--- src/rtl/memory_arbiter_pkg.sv ---
// rtl/memory_arbiter_pkg.sv - shared encodings and defaults for the memory port arbiter
package memory_arbiter_pkg;

    localparam int DEF_DATA_WIDTH   = 16;
    localparam int DEF_ADDR_WIDTH   = 16;
    localparam int DEF_MEM_WIDTH    = 13;
    localparam int DEF_STARVE_LIMIT = 4;
    localparam int STARVE_W         = 4;

    typedef enum logic {
        ARB      = 1'b0,
        DEV_RESP = 1'b1
    } arb_state_t;

    typedef enum logic {
        OWN_CPU = 1'b0,
        OWN_DEV = 1'b1
    } owner_t;

endpackage

--- src/rtl/memory_arbiter_if.sv ---
// rtl/memory_arbiter_if.sv - CPU, device and memory_block signal bundle for the arbiter
interface memory_arbiter_if
    import memory_arbiter_pkg::*;
#(
    parameter int DATA_WIDTH = DEF_DATA_WIDTH,
    parameter int ADDR_WIDTH = DEF_ADDR_WIDTH
);
    logic                  cpu_req;
    logic                  cpu_halted;
    logic [ADDR_WIDTH-1:0] cpu_read_address;
    logic                  cpu_write_enable;
    logic [ADDR_WIDTH-1:0] cpu_write_address;
    logic [DATA_WIDTH-1:0] cpu_data_in;
    logic                  cpu_wait;
    logic [DATA_WIDTH-1:0] cpu_data_out;

    logic                  dev_req;
    logic                  dev_write;
    logic [ADDR_WIDTH-1:0] dev_address;
    logic [DATA_WIDTH-1:0] dev_wdata;
    logic                  dev_ack;
    logic                  dev_rvalid;
    logic [DATA_WIDTH-1:0] dev_rdata;
    logic                  dev_err;

    logic [ADDR_WIDTH-1:0] mem_read_address;
    logic [ADDR_WIDTH-1:0] mem_write_address;
    logic                  mem_write_enable;
    logic [DATA_WIDTH-1:0] mem_data_in;
    logic [DATA_WIDTH-1:0] mem_data_out;

    modport slave (
        input  cpu_req, cpu_halted, cpu_read_address, cpu_write_enable,
               cpu_write_address, cpu_data_in,
               dev_req, dev_write, dev_address, dev_wdata, mem_data_out,
        output cpu_wait, cpu_data_out, dev_ack, dev_rvalid, dev_rdata, dev_err,
               mem_read_address, mem_write_address, mem_write_enable, mem_data_in
    );

    modport master (
        output cpu_req, cpu_halted, cpu_read_address, cpu_write_enable,
               cpu_write_address, cpu_data_in,
               dev_req, dev_write, dev_address, dev_wdata, mem_data_out,
        input  cpu_wait, cpu_data_out, dev_ack, dev_rvalid, dev_rdata, dev_err,
               mem_read_address, mem_write_address, mem_write_enable, mem_data_in
    );

endinterface

--- src/rtl/memory_arbiter.sv ---
// rtl/memory_arbiter.sv - shares the single memory_block port between CPU and one device
module memory_arbiter
    import memory_arbiter_pkg::*;
#(
    parameter int DATA_WIDTH   = DEF_DATA_WIDTH,
    parameter int ADDR_WIDTH   = DEF_ADDR_WIDTH,
    parameter int MEM_WIDTH    = DEF_MEM_WIDTH,
    parameter int STARVE_LIMIT = DEF_STARVE_LIMIT
) (
    input  logic              clock,
    input  logic              reset,
    memory_arbiter_if.slave   bus
);

    arb_state_t              r_state;
    logic [STARVE_W-1:0]     r_starve;
    owner_t                  r_rd_owner;
    logic [DATA_WIDTH-1:0]   r_cpu_hold;
    logic                    r_dev_read;
    logic                    r_dev_err;

    logic                    w_in_range;
    logic                    w_starved;
    logic                    w_dev_grant;
    logic                    w_resp;
    logic                    w_rvalid;

    assign w_in_range  = (bus.dev_address[ADDR_WIDTH-1:MEM_WIDTH] == '0);
    assign w_starved   = (r_starve == STARVE_W'(STARVE_LIMIT));
    assign w_dev_grant = (r_state == ARB) && bus.dev_req &&
                         (!bus.cpu_req || bus.cpu_halted || w_starved);
    assign w_resp      = (r_state == DEV_RESP);
    assign w_rvalid    = w_resp && r_dev_read && !r_dev_err;

    always_ff @(posedge clock or negedge reset) begin
        if (!reset) begin
            r_state    <= ARB;
            r_starve   <= '0;
            r_rd_owner <= OWN_CPU;
            r_cpu_hold <= '0;
            r_dev_read <= 1'b0;
            r_dev_err  <= 1'b0;
        end else begin
            r_rd_owner <= w_dev_grant ? OWN_DEV : OWN_CPU;
            // Keep the last CPU-owned read so a stalled CPU sees stable data.
            if (r_rd_owner == OWN_CPU)
                r_cpu_hold <= bus.mem_data_out;
            case (r_state)
                ARB: begin
                    if (w_dev_grant) begin
                        r_state    <= DEV_RESP;
                        r_starve   <= '0;
                        r_dev_read <= !bus.dev_write;
                        r_dev_err  <= !w_in_range;
                    end else if (!bus.dev_req) begin
                        r_starve <= '0;
                    end else if (!w_starved) begin
                        r_starve <= r_starve + STARVE_W'(1);
                    end
                end
                DEV_RESP: r_state <= ARB;
                default:  r_state <= ARB;
            endcase
        end
    end

    // Outputs are forced to zero while reset is held, whatever the inputs do.
    always_comb begin
        bus.cpu_wait          = 1'b0;
        bus.cpu_data_out      = '0;
        bus.dev_ack           = 1'b0;
        bus.dev_rvalid        = 1'b0;
        bus.dev_rdata         = '0;
        bus.dev_err           = 1'b0;
        bus.mem_read_address  = '0;
        bus.mem_write_address = '0;
        bus.mem_write_enable  = 1'b0;
        bus.mem_data_in       = '0;
        if (reset) begin
            bus.cpu_wait     = w_dev_grant && bus.cpu_req && !bus.cpu_halted;
            bus.cpu_data_out = (r_rd_owner == OWN_CPU) ? bus.mem_data_out : r_cpu_hold;
            bus.dev_ack      = w_resp;
            bus.dev_rvalid   = w_rvalid;
            bus.dev_rdata    = w_rvalid ? bus.mem_data_out : '0;
            bus.dev_err      = w_resp && r_dev_err;
            if (w_dev_grant) begin
                bus.mem_read_address  = bus.dev_address;
                bus.mem_write_address = bus.dev_address;
                bus.mem_write_enable  = bus.dev_write && w_in_range;
                bus.mem_data_in       = bus.dev_wdata;
            end else begin
                bus.mem_read_address  = bus.cpu_read_address;
                bus.mem_write_address = bus.cpu_write_address;
                bus.mem_write_enable  = bus.cpu_write_enable;
                bus.mem_data_in       = bus.cpu_data_in;
            end
        end
    end

endmodule

--- src/flat_wrapper.sv ---
// flat-port wrapper written by rule: the top's interface ports become plain ports
module memory_arbiter_flat import memory_arbiter_pkg::*;
#(
    parameter int DATA_WIDTH   = DEF_DATA_WIDTH,
    parameter int ADDR_WIDTH   = DEF_ADDR_WIDTH,
    parameter int MEM_WIDTH    = DEF_MEM_WIDTH,
    parameter int STARVE_LIMIT = DEF_STARVE_LIMIT
)
  (clock, reset, bus_cpu_req, bus_cpu_halted, bus_cpu_read_address, bus_cpu_write_enable, bus_cpu_write_address, bus_cpu_data_in, bus_dev_req, bus_dev_write, bus_dev_address, bus_dev_wdata, bus_mem_data_out, bus_cpu_wait, bus_cpu_data_out, bus_dev_ack, bus_dev_rvalid, bus_dev_rdata, bus_dev_err, bus_mem_read_address, bus_mem_write_address, bus_mem_write_enable, bus_mem_data_in);
  memory_arbiter_if #(.DATA_WIDTH(DATA_WIDTH), .ADDR_WIDTH(ADDR_WIDTH)) bus_i ();
  input  logic clock;
  input  logic reset;
  input wire logic [$bits(bus_i.cpu_req)-1:0] bus_cpu_req;
  input wire logic [$bits(bus_i.cpu_halted)-1:0] bus_cpu_halted;
  input wire logic [$bits(bus_i.cpu_read_address)-1:0] bus_cpu_read_address;
  input wire logic [$bits(bus_i.cpu_write_enable)-1:0] bus_cpu_write_enable;
  input wire logic [$bits(bus_i.cpu_write_address)-1:0] bus_cpu_write_address;
  input wire logic [$bits(bus_i.cpu_data_in)-1:0] bus_cpu_data_in;
  input wire logic [$bits(bus_i.dev_req)-1:0] bus_dev_req;
  input wire logic [$bits(bus_i.dev_write)-1:0] bus_dev_write;
  input wire logic [$bits(bus_i.dev_address)-1:0] bus_dev_address;
  input wire logic [$bits(bus_i.dev_wdata)-1:0] bus_dev_wdata;
  input wire logic [$bits(bus_i.mem_data_out)-1:0] bus_mem_data_out;
  output wire logic [$bits(bus_i.cpu_wait)-1:0] bus_cpu_wait;
  output wire logic [$bits(bus_i.cpu_data_out)-1:0] bus_cpu_data_out;
  output wire logic [$bits(bus_i.dev_ack)-1:0] bus_dev_ack;
  output wire logic [$bits(bus_i.dev_rvalid)-1:0] bus_dev_rvalid;
  output wire logic [$bits(bus_i.dev_rdata)-1:0] bus_dev_rdata;
  output wire logic [$bits(bus_i.dev_err)-1:0] bus_dev_err;
  output wire logic [$bits(bus_i.mem_read_address)-1:0] bus_mem_read_address;
  output wire logic [$bits(bus_i.mem_write_address)-1:0] bus_mem_write_address;
  output wire logic [$bits(bus_i.mem_write_enable)-1:0] bus_mem_write_enable;
  output wire logic [$bits(bus_i.mem_data_in)-1:0] bus_mem_data_in;
  assign bus_i.cpu_req = bus_cpu_req;
  assign bus_i.cpu_halted = bus_cpu_halted;
  assign bus_i.cpu_read_address = bus_cpu_read_address;
  assign bus_i.cpu_write_enable = bus_cpu_write_enable;
  assign bus_i.cpu_write_address = bus_cpu_write_address;
  assign bus_i.cpu_data_in = bus_cpu_data_in;
  assign bus_i.dev_req = bus_dev_req;
  assign bus_i.dev_write = bus_dev_write;
  assign bus_i.dev_address = bus_dev_address;
  assign bus_i.dev_wdata = bus_dev_wdata;
  assign bus_i.mem_data_out = bus_mem_data_out;
  assign bus_cpu_wait = bus_i.cpu_wait;
  assign bus_cpu_data_out = bus_i.cpu_data_out;
  assign bus_dev_ack = bus_i.dev_ack;
  assign bus_dev_rvalid = bus_i.dev_rvalid;
  assign bus_dev_rdata = bus_i.dev_rdata;
  assign bus_dev_err = bus_i.dev_err;
  assign bus_mem_read_address = bus_i.mem_read_address;
  assign bus_mem_write_address = bus_i.mem_write_address;
  assign bus_mem_write_enable = bus_i.mem_write_enable;
  assign bus_mem_data_in = bus_i.mem_data_in;
  memory_arbiter #(.DATA_WIDTH(DATA_WIDTH), .ADDR_WIDTH(ADDR_WIDTH), .MEM_WIDTH(MEM_WIDTH), .STARVE_LIMIT(STARVE_LIMIT)) u_core (.clock(clock), .reset(reset), .bus(bus_i));
endmodule
--- config.mk ---
export PLATFORM = sky130hd
export DESIGN_NAME = memory_arbiter_flat
export DESIGN_NICKNAME = d
export VERILOG_FILES = /design/src/rtl/memory_arbiter_pkg.sv /design/src/rtl/memory_arbiter_if.sv /design/src/rtl/memory_arbiter.sv /design/src/flat_wrapper.sv
export SDC_FILE = /design/constraint.sdc
export NUM_CORES = 1
export LEC_CHECK = 0
export CORE_MARGIN = 4
export CORE_UTILIZATION = 32
export DETAILED_ROUTE_END_ITERATION = 8
export GPL_ROUTABILITY_DRIVEN = 0
export HOLD_SLACK_MARGIN = 0.06
export MAX_ROUTING_LAYER = met4
export PLACE_DENSITY = 0.82
export SYNTH_ARGS = -nofsm -noshare
export SYNTH_HDL_FRONTEND = slang
export SYNTH_SLANG_ARGS = --single-unit
--- constraint.sdc ---
create_clock -name clock -period 2 [get_ports clock]
set_input_delay 0.4 -clock clock [delete_from_list [all_inputs] [get_ports clock]]
set_output_delay 0.4 -clock clock [all_outputs]
set_load 0.02 [all_outputs]
Word level (Yosys, flattened, before mapping)
Index checks and enable logic that the tools add are counted.
Word-level totals
  word-level logic and storage cells: 49
  output and inout bits: 85
  bits of input ports: 103
  flip-flop bits (word level): 24
Cells by class
  equality and inequality tests: 2
  bitwise gates (word level): 1
  multiplexer cells: 21
  add/subtract/negate cells: 1
  reductions and logical operators: 18
Operators by type and width (number)
  16-bit 2-to-1 mux: 10
  4-bit 2-to-1 mux: 3
  1-bit logical AND: 8
  1-bit 2-to-1 mux: 7
  1-bit zero test: 5
  4-bit by 1-bit adder with 4-bit output (second input constant): 1
  4-bit by 3-bit equality test with 1-bit output (second input constant): 1
  2-bit AND reduction: 2
  3-bit zero test: 1
  3-bit inequality test (second input constant): 1
  1-bit logical OR: 2
  1-bit case mux with 2 select lines: 1
  1-bit NOT: 1

Depth between registers and ports, before layout
  depth after elaboration: 7
  mapped depth: 7
  depth with buffers taken out: 5

Worst setup path before layout
Ideal clock, no wire load.
  path type: register to output
  start: reg u_core.r_starve[0]
  end: out bus_mem_data_in[0]
  arrival: 1.678 ns
  slack: -0.078 ns
  data required time: 1.600 ns
  buffers on the path: 1
  cell stages (with the launch flop): 7
  cell sequence: dfrtp_1 inv_1 ha_1 nand3b_1 a21boi_4 buf_6 mux2i_1
Between the ends
  word-level cells in the longest chain between the ends: 5
RTL lines
  start: declaration: line memory_arbiter.sv:16  | logic [STARVE_W-1:0] r_starve;
  start signal: assignment: line memory_arbiter.sv:58  | r_starve <= r_starve + STARVE_W'(1);
  4-bit by 3-bit equality test with 1-bit output: line memory_arbiter.sv:29  | assign w_starved = (r_starve == STARVE_W'(STARVE_LIMIT));
  1-bit logical OR: line memory_arbiter.sv:31  | (!bus.cpu_req || bus.cpu_halted || w_starved);
  1-bit logical AND: line memory_arbiter.sv:30  | assign w_dev_grant = (r_state == ARB) && bus.dev_req &&
  16-bit 2-to-1 mux: line memory_arbiter.sv:86  | if (w_dev_grant) begin
  16-bit 2-to-1 mux: line memory_arbiter.sv:79  | if (reset) begin
  end: declaration: line flat_wrapper.sv:33  | output wire logic [$bits(bus_i.mem_data_in)-1:0] bus_mem_data_in;
Every way passes these cells.

Worst setup path after layout
  start: reg u_core.r_starve[1]
  end: out bus_mem_data_in[6]
The elaborated chain is that of the path after synthesis.

==> results_tabular.tex <==
\begin{tabular}{lr}
\hline
Metric & Value \\
\hline
\multicolumn{2}{l}{\textbf{Critical path}} \\
Critical Path Sink Type & output port \\
Kind of start point of the critical path & register \\
Minimum setup slack among reg-to-reg paths & 440 ps \\
Worst Setup Path Type & reg2out \\
WP data arrival & 2000 ps \\
Critical R2R Launch & u\_core.r\_starve[1] \\
Worst Path Max Fanout & 6 \\
Endpoint required time on the critical path & 1600 ps \\
Critical register-to-register path endpoint & u\_core.r\_dev\_read \\
Depth of the most critical reg-to-reg path & 7 \\
\multicolumn{2}{l}{\textbf{Synthesis}} \\
Most instantiated library cell after synthesis & sky130\_fd\_sc\_hd\_\_nand2\_1 \\
Post-synthesis cell count & 266 \\
Flop and latch count out of synthesis & 24 \\
Synth top area cells & sky130\_fd\_sc\_hd\_\_dfrtp\_1, sky130\_fd\_sc\_hd\_\_nand2\_1, sky130\_fd\_sc\_hd\_\_mux2i\_1 \\
Cell variety after synth & 29 \\
Netlist Area Pre-Place & 2087 µm² \\
Post-synth EDFFs & 0 \\
Share of synthesized flip-flops with an asynchronous set or reset & 100.0\% \\
Average cell area after synthesis & 7.846 µm² \\
Prevailing post-synth register cell & sky130\_fd\_sc\_hd\_\_dfrtp\_1 \\
Dominant cell type by area after synthesis & sky130\_fd\_sc\_hd\_\_dfrtp\_1 \\
Most common library cells after synthesis & sky130\_fd\_sc\_hd\_\_nand2\_1, sky130\_fd\_sc\_hd\_\_and2\_1, sky130\_fd\_sc\_hd\_\_o21ai\_0, sky130\_fd\_sc\_hd\_\_dfrtp\_1, sky130\_fd\_sc\_hd\_\_mux2i\_1 \\
Number of nets produced by synthesis & 371 \\
Portion of synthesized cell area occupied by the leading cell type & 28.78\% \\
Sequential element share of the synthesized area & 28.78\% \\
Yosys warnings & 0 \\
\multicolumn{2}{l}{\textbf{Drt}} \\
Average wire per cell in the routed design & 16.60 µm \\
DRC viols & 0 \\
Antenna violation net count after detailed routing & 0 \\
Number of vias after detailed routing & 2780 \\
Number of iterations in the first detailed-routing pass & 4 \\
Final routed wirelength across all metal layers & 9248 µm \\
Detailed Route Iter0 Violations & 111 \\
Post-detailed-route via-to-cell ratio & 4.991 \\
\multicolumn{2}{l}{\textbf{Clocking}} \\
Root Driver & sky130\_fd\_sc\_hd\_\_clkbuf\_8 \\
CTS tree & yes \\
Total of hold buffers inserted after clock tree synthesis & 0 \\
Clock insertion delay at the later pin of the skew report & 260 ps \\
H-tree level count & 1 \\
Clock transition at the registers of the reported paths & 80 ps \\
Maximum buffer depth of the clock tree & 2 \\
Clock tree sinks & 24 \\
Total clock buffers created by CTS & 3 \\
\multicolumn{2}{l}{\textbf{STA}} \\
Final setup violation count & 50 \\
Unrepaired setup endpoints after global routing & yes \\
Max Clock Freq & 416.6 MHz \\
Post-Route Skew & 1.555 ps \\
Setup slack after layout & -400.2 ps \\
Final period utilization & 120.0\% \\
Final critical path time including I/O delays and setup & 2400 ps \\
Pins Over Slew Limit & 0 \\
Relative slew slack & 81.28\% \\
Hold Fails Final Rpt & 0 \\
Transition time at the pin with the least slew margin & 280.8 ps \\
\multicolumn{2}{l}{\textbf{Status}} \\
Run status & finished with violations \\
Failing checks & negative setup slack \\
\multicolumn{2}{l}{\textbf{Floorplanning}} \\
Die outline area & 7878 µm² \\
Core area & 6350 µm² \\
Row cnt & 29 \\
Die H & 88.76 µm \\
IO Pins & 188 \\
Die width & 88.76 µm \\
Effective utilization at floorplan & 32.87\% \\
\multicolumn{2}{l}{\textbf{Run}} \\
Number of max-cap violations & 0 \\
\multicolumn{2}{l}{\textbf{Worst hold path}} \\
Type of the worst min-delay path & in2async \\
\multicolumn{2}{l}{\textbf{Global routing}} \\
GRT Residual Overflow & 0 \\
Fraction of met1 tracks used by global routing & 23.25\% \\
Busiest grt layer & met2 \\
Maximum number of pins on one net before global-route repair & 28 \\
Via count of the first global-routing pass & 2644 \\
Global-route usage over all layers & 20.27\% \\
Antenna violations before repair & 0 \\
Global-route track usage on met2 & 37.31\% \\
Global-route met3 utilization & 2.142\% \\
First-pass GRT wire length & 12290 µm \\
\multicolumn{2}{l}{\textbf{Placement}} \\
Cell count after placement & 532 \\
Post-DP HPWL & 6786 µm \\
Placed cell area & 4292 µm² \\
IO Port Bufs & 187 \\
\multicolumn{2}{l}{\textbf{Layout}} \\
Growth of design area from synthesis to finish & 117.4\% \\
Share of layout cells above drive strength 1 & 39.79\% \\
Util after Layout & 71.45\% \\
Final instance count without filler cells & 557 \\
Fill cell total of the finished layout & 477 \\
Final instance area & 4537 µm² \\
Final net count & 586 \\
Antenna cells & 0 \\
\multicolumn{2}{l}{\textbf{Power}} \\
Overall power consumption & 0.001966 W \\
Leak pwr & 2.087 nW \\
Power density cells & 433.4 nW/µm² \\
Worst-case vdd ir drop & 0.3131 mV \\
\hline
\end{tabular}
[where the power goes]
part / switching [W] / total, W / internal, W
clock: 0.000154 / 0.000421 / 0.000267
combinational: 0.000456 / 0.000999 / 0.000543
sequential: 0.0000176 / 0.000546 / 0.000529
[per-layer routing]
layer	vias to the layer above	wire [µm]	part of all wire, %
met2	134	5034	54
li1	1342	-	-
met1	1292	3352	36
met3	12	711	7.7
met5	-	0	0
met4	0	149	1.6
[metrics by stage]
step | setup TNS [ps] | hold WS (ps) | worst slack [ps]
global route | -19200 | 76.93 | -477.2
CTS | -15780 | 73.09 | -401.7
finish | -15350 | 80.08 | -400.2
detailed placement | -41650 | 358.5 | -759.3
global placement | -39200 | 352.8 | -745.7
floorplan | -522.8 | 104.4 | -39.35
[logic make-up (layout without fill, tap and decap cells)]
logic type                 count (synthesis)  count (layout)  share of synthesized area (%)
AOI/OAI and AO/OA                         54              54                          16.61
muxes                                     37              37                          18.70
and+or+nand+nor                          118             118                          27.16
adders and majority gates                  2               2                          1.199
DFF                                       24              24                          28.78
buffers and inverters                     31             245                          7.554
[worst max-delay path: stages, from the launching register on]
cell,delay [ps]
sky130_fd_sc_hd__dfrtp_1,400
sky130_fd_sc_hd__inv_1,70
sky130_fd_sc_hd__ha_2,170
sky130_fd_sc_hd__nand3b_1,170
sky130_fd_sc_hd__a21boi_4,240
sky130_fd_sc_hd__buf_12,160
sky130_fd_sc_hd__clkbuf_16,160
sky130_fd_sc_hd__mux2i_2,200
sky130_fd_sc_hd__buf_4,170
[area by class of cell]
type                       count  area (µm²)  share of cell area, %
timing repair buffer         237        2255                  49.70
multi-input combinational    211        1498                  33.01
sequential                    24       601.8                  13.27
tap                           77       96.34                  2.124
clock buffer                   3       41.29                 0.9101
clock inverter                 1       30.03                 0.6619
inverter                       4       15.01                 0.3309
[sequential cells by signal, indices dropped and copies added (netlist names)]
register and flops:
u_core.r_dev_read 1, u_core.r_state 1, u_core.r_cpu_hold 16, u_core.r_starve 4, u_core.r_rd_owner 1, u_core.r_dev_err 1
[cells in the final DEF, fill, tap and decap left out, drive strengths merged, types with 2 or more instances in the layout]
cell           count
and2              33
a21boi             2
nor2               2
clkbuf             9
inv                4
dlygate4sd2        3
clkdlybuf4s50    100
o21ai             36
mux2i             21
and3               3
nor2b              2
dfrtp             24
nand3              3
nand2             69
buf              127
ha                 2
mux2              16
o2111ai           16
[what timing repair did]
item,4_1_cts,5_1_grt
gates cloned,0,7
pin swaps,0,8
buffers inserted,1,14
setup endpoints to repair,85,77
gates resized for setup,256,223
[worst max path at each step]
stage	start	to
final	u_core.r_starve[1]	bus_mem_data_in[6]
after global routing	u_core.r_starve[1]	bus_mem_data_in[5]
after CTS	u_core.r_starve[0]	bus_mem_data_in[11]
after detailed placement	bus_cpu_req	bus_mem_write_address[14]
after global placement	bus_dev_req	bus_mem_data_in[3]
after floorplan	u_core.r_starve[0]	bus_mem_data_in[10]
No activity file was read; power rests on OpenSTA's default activity.
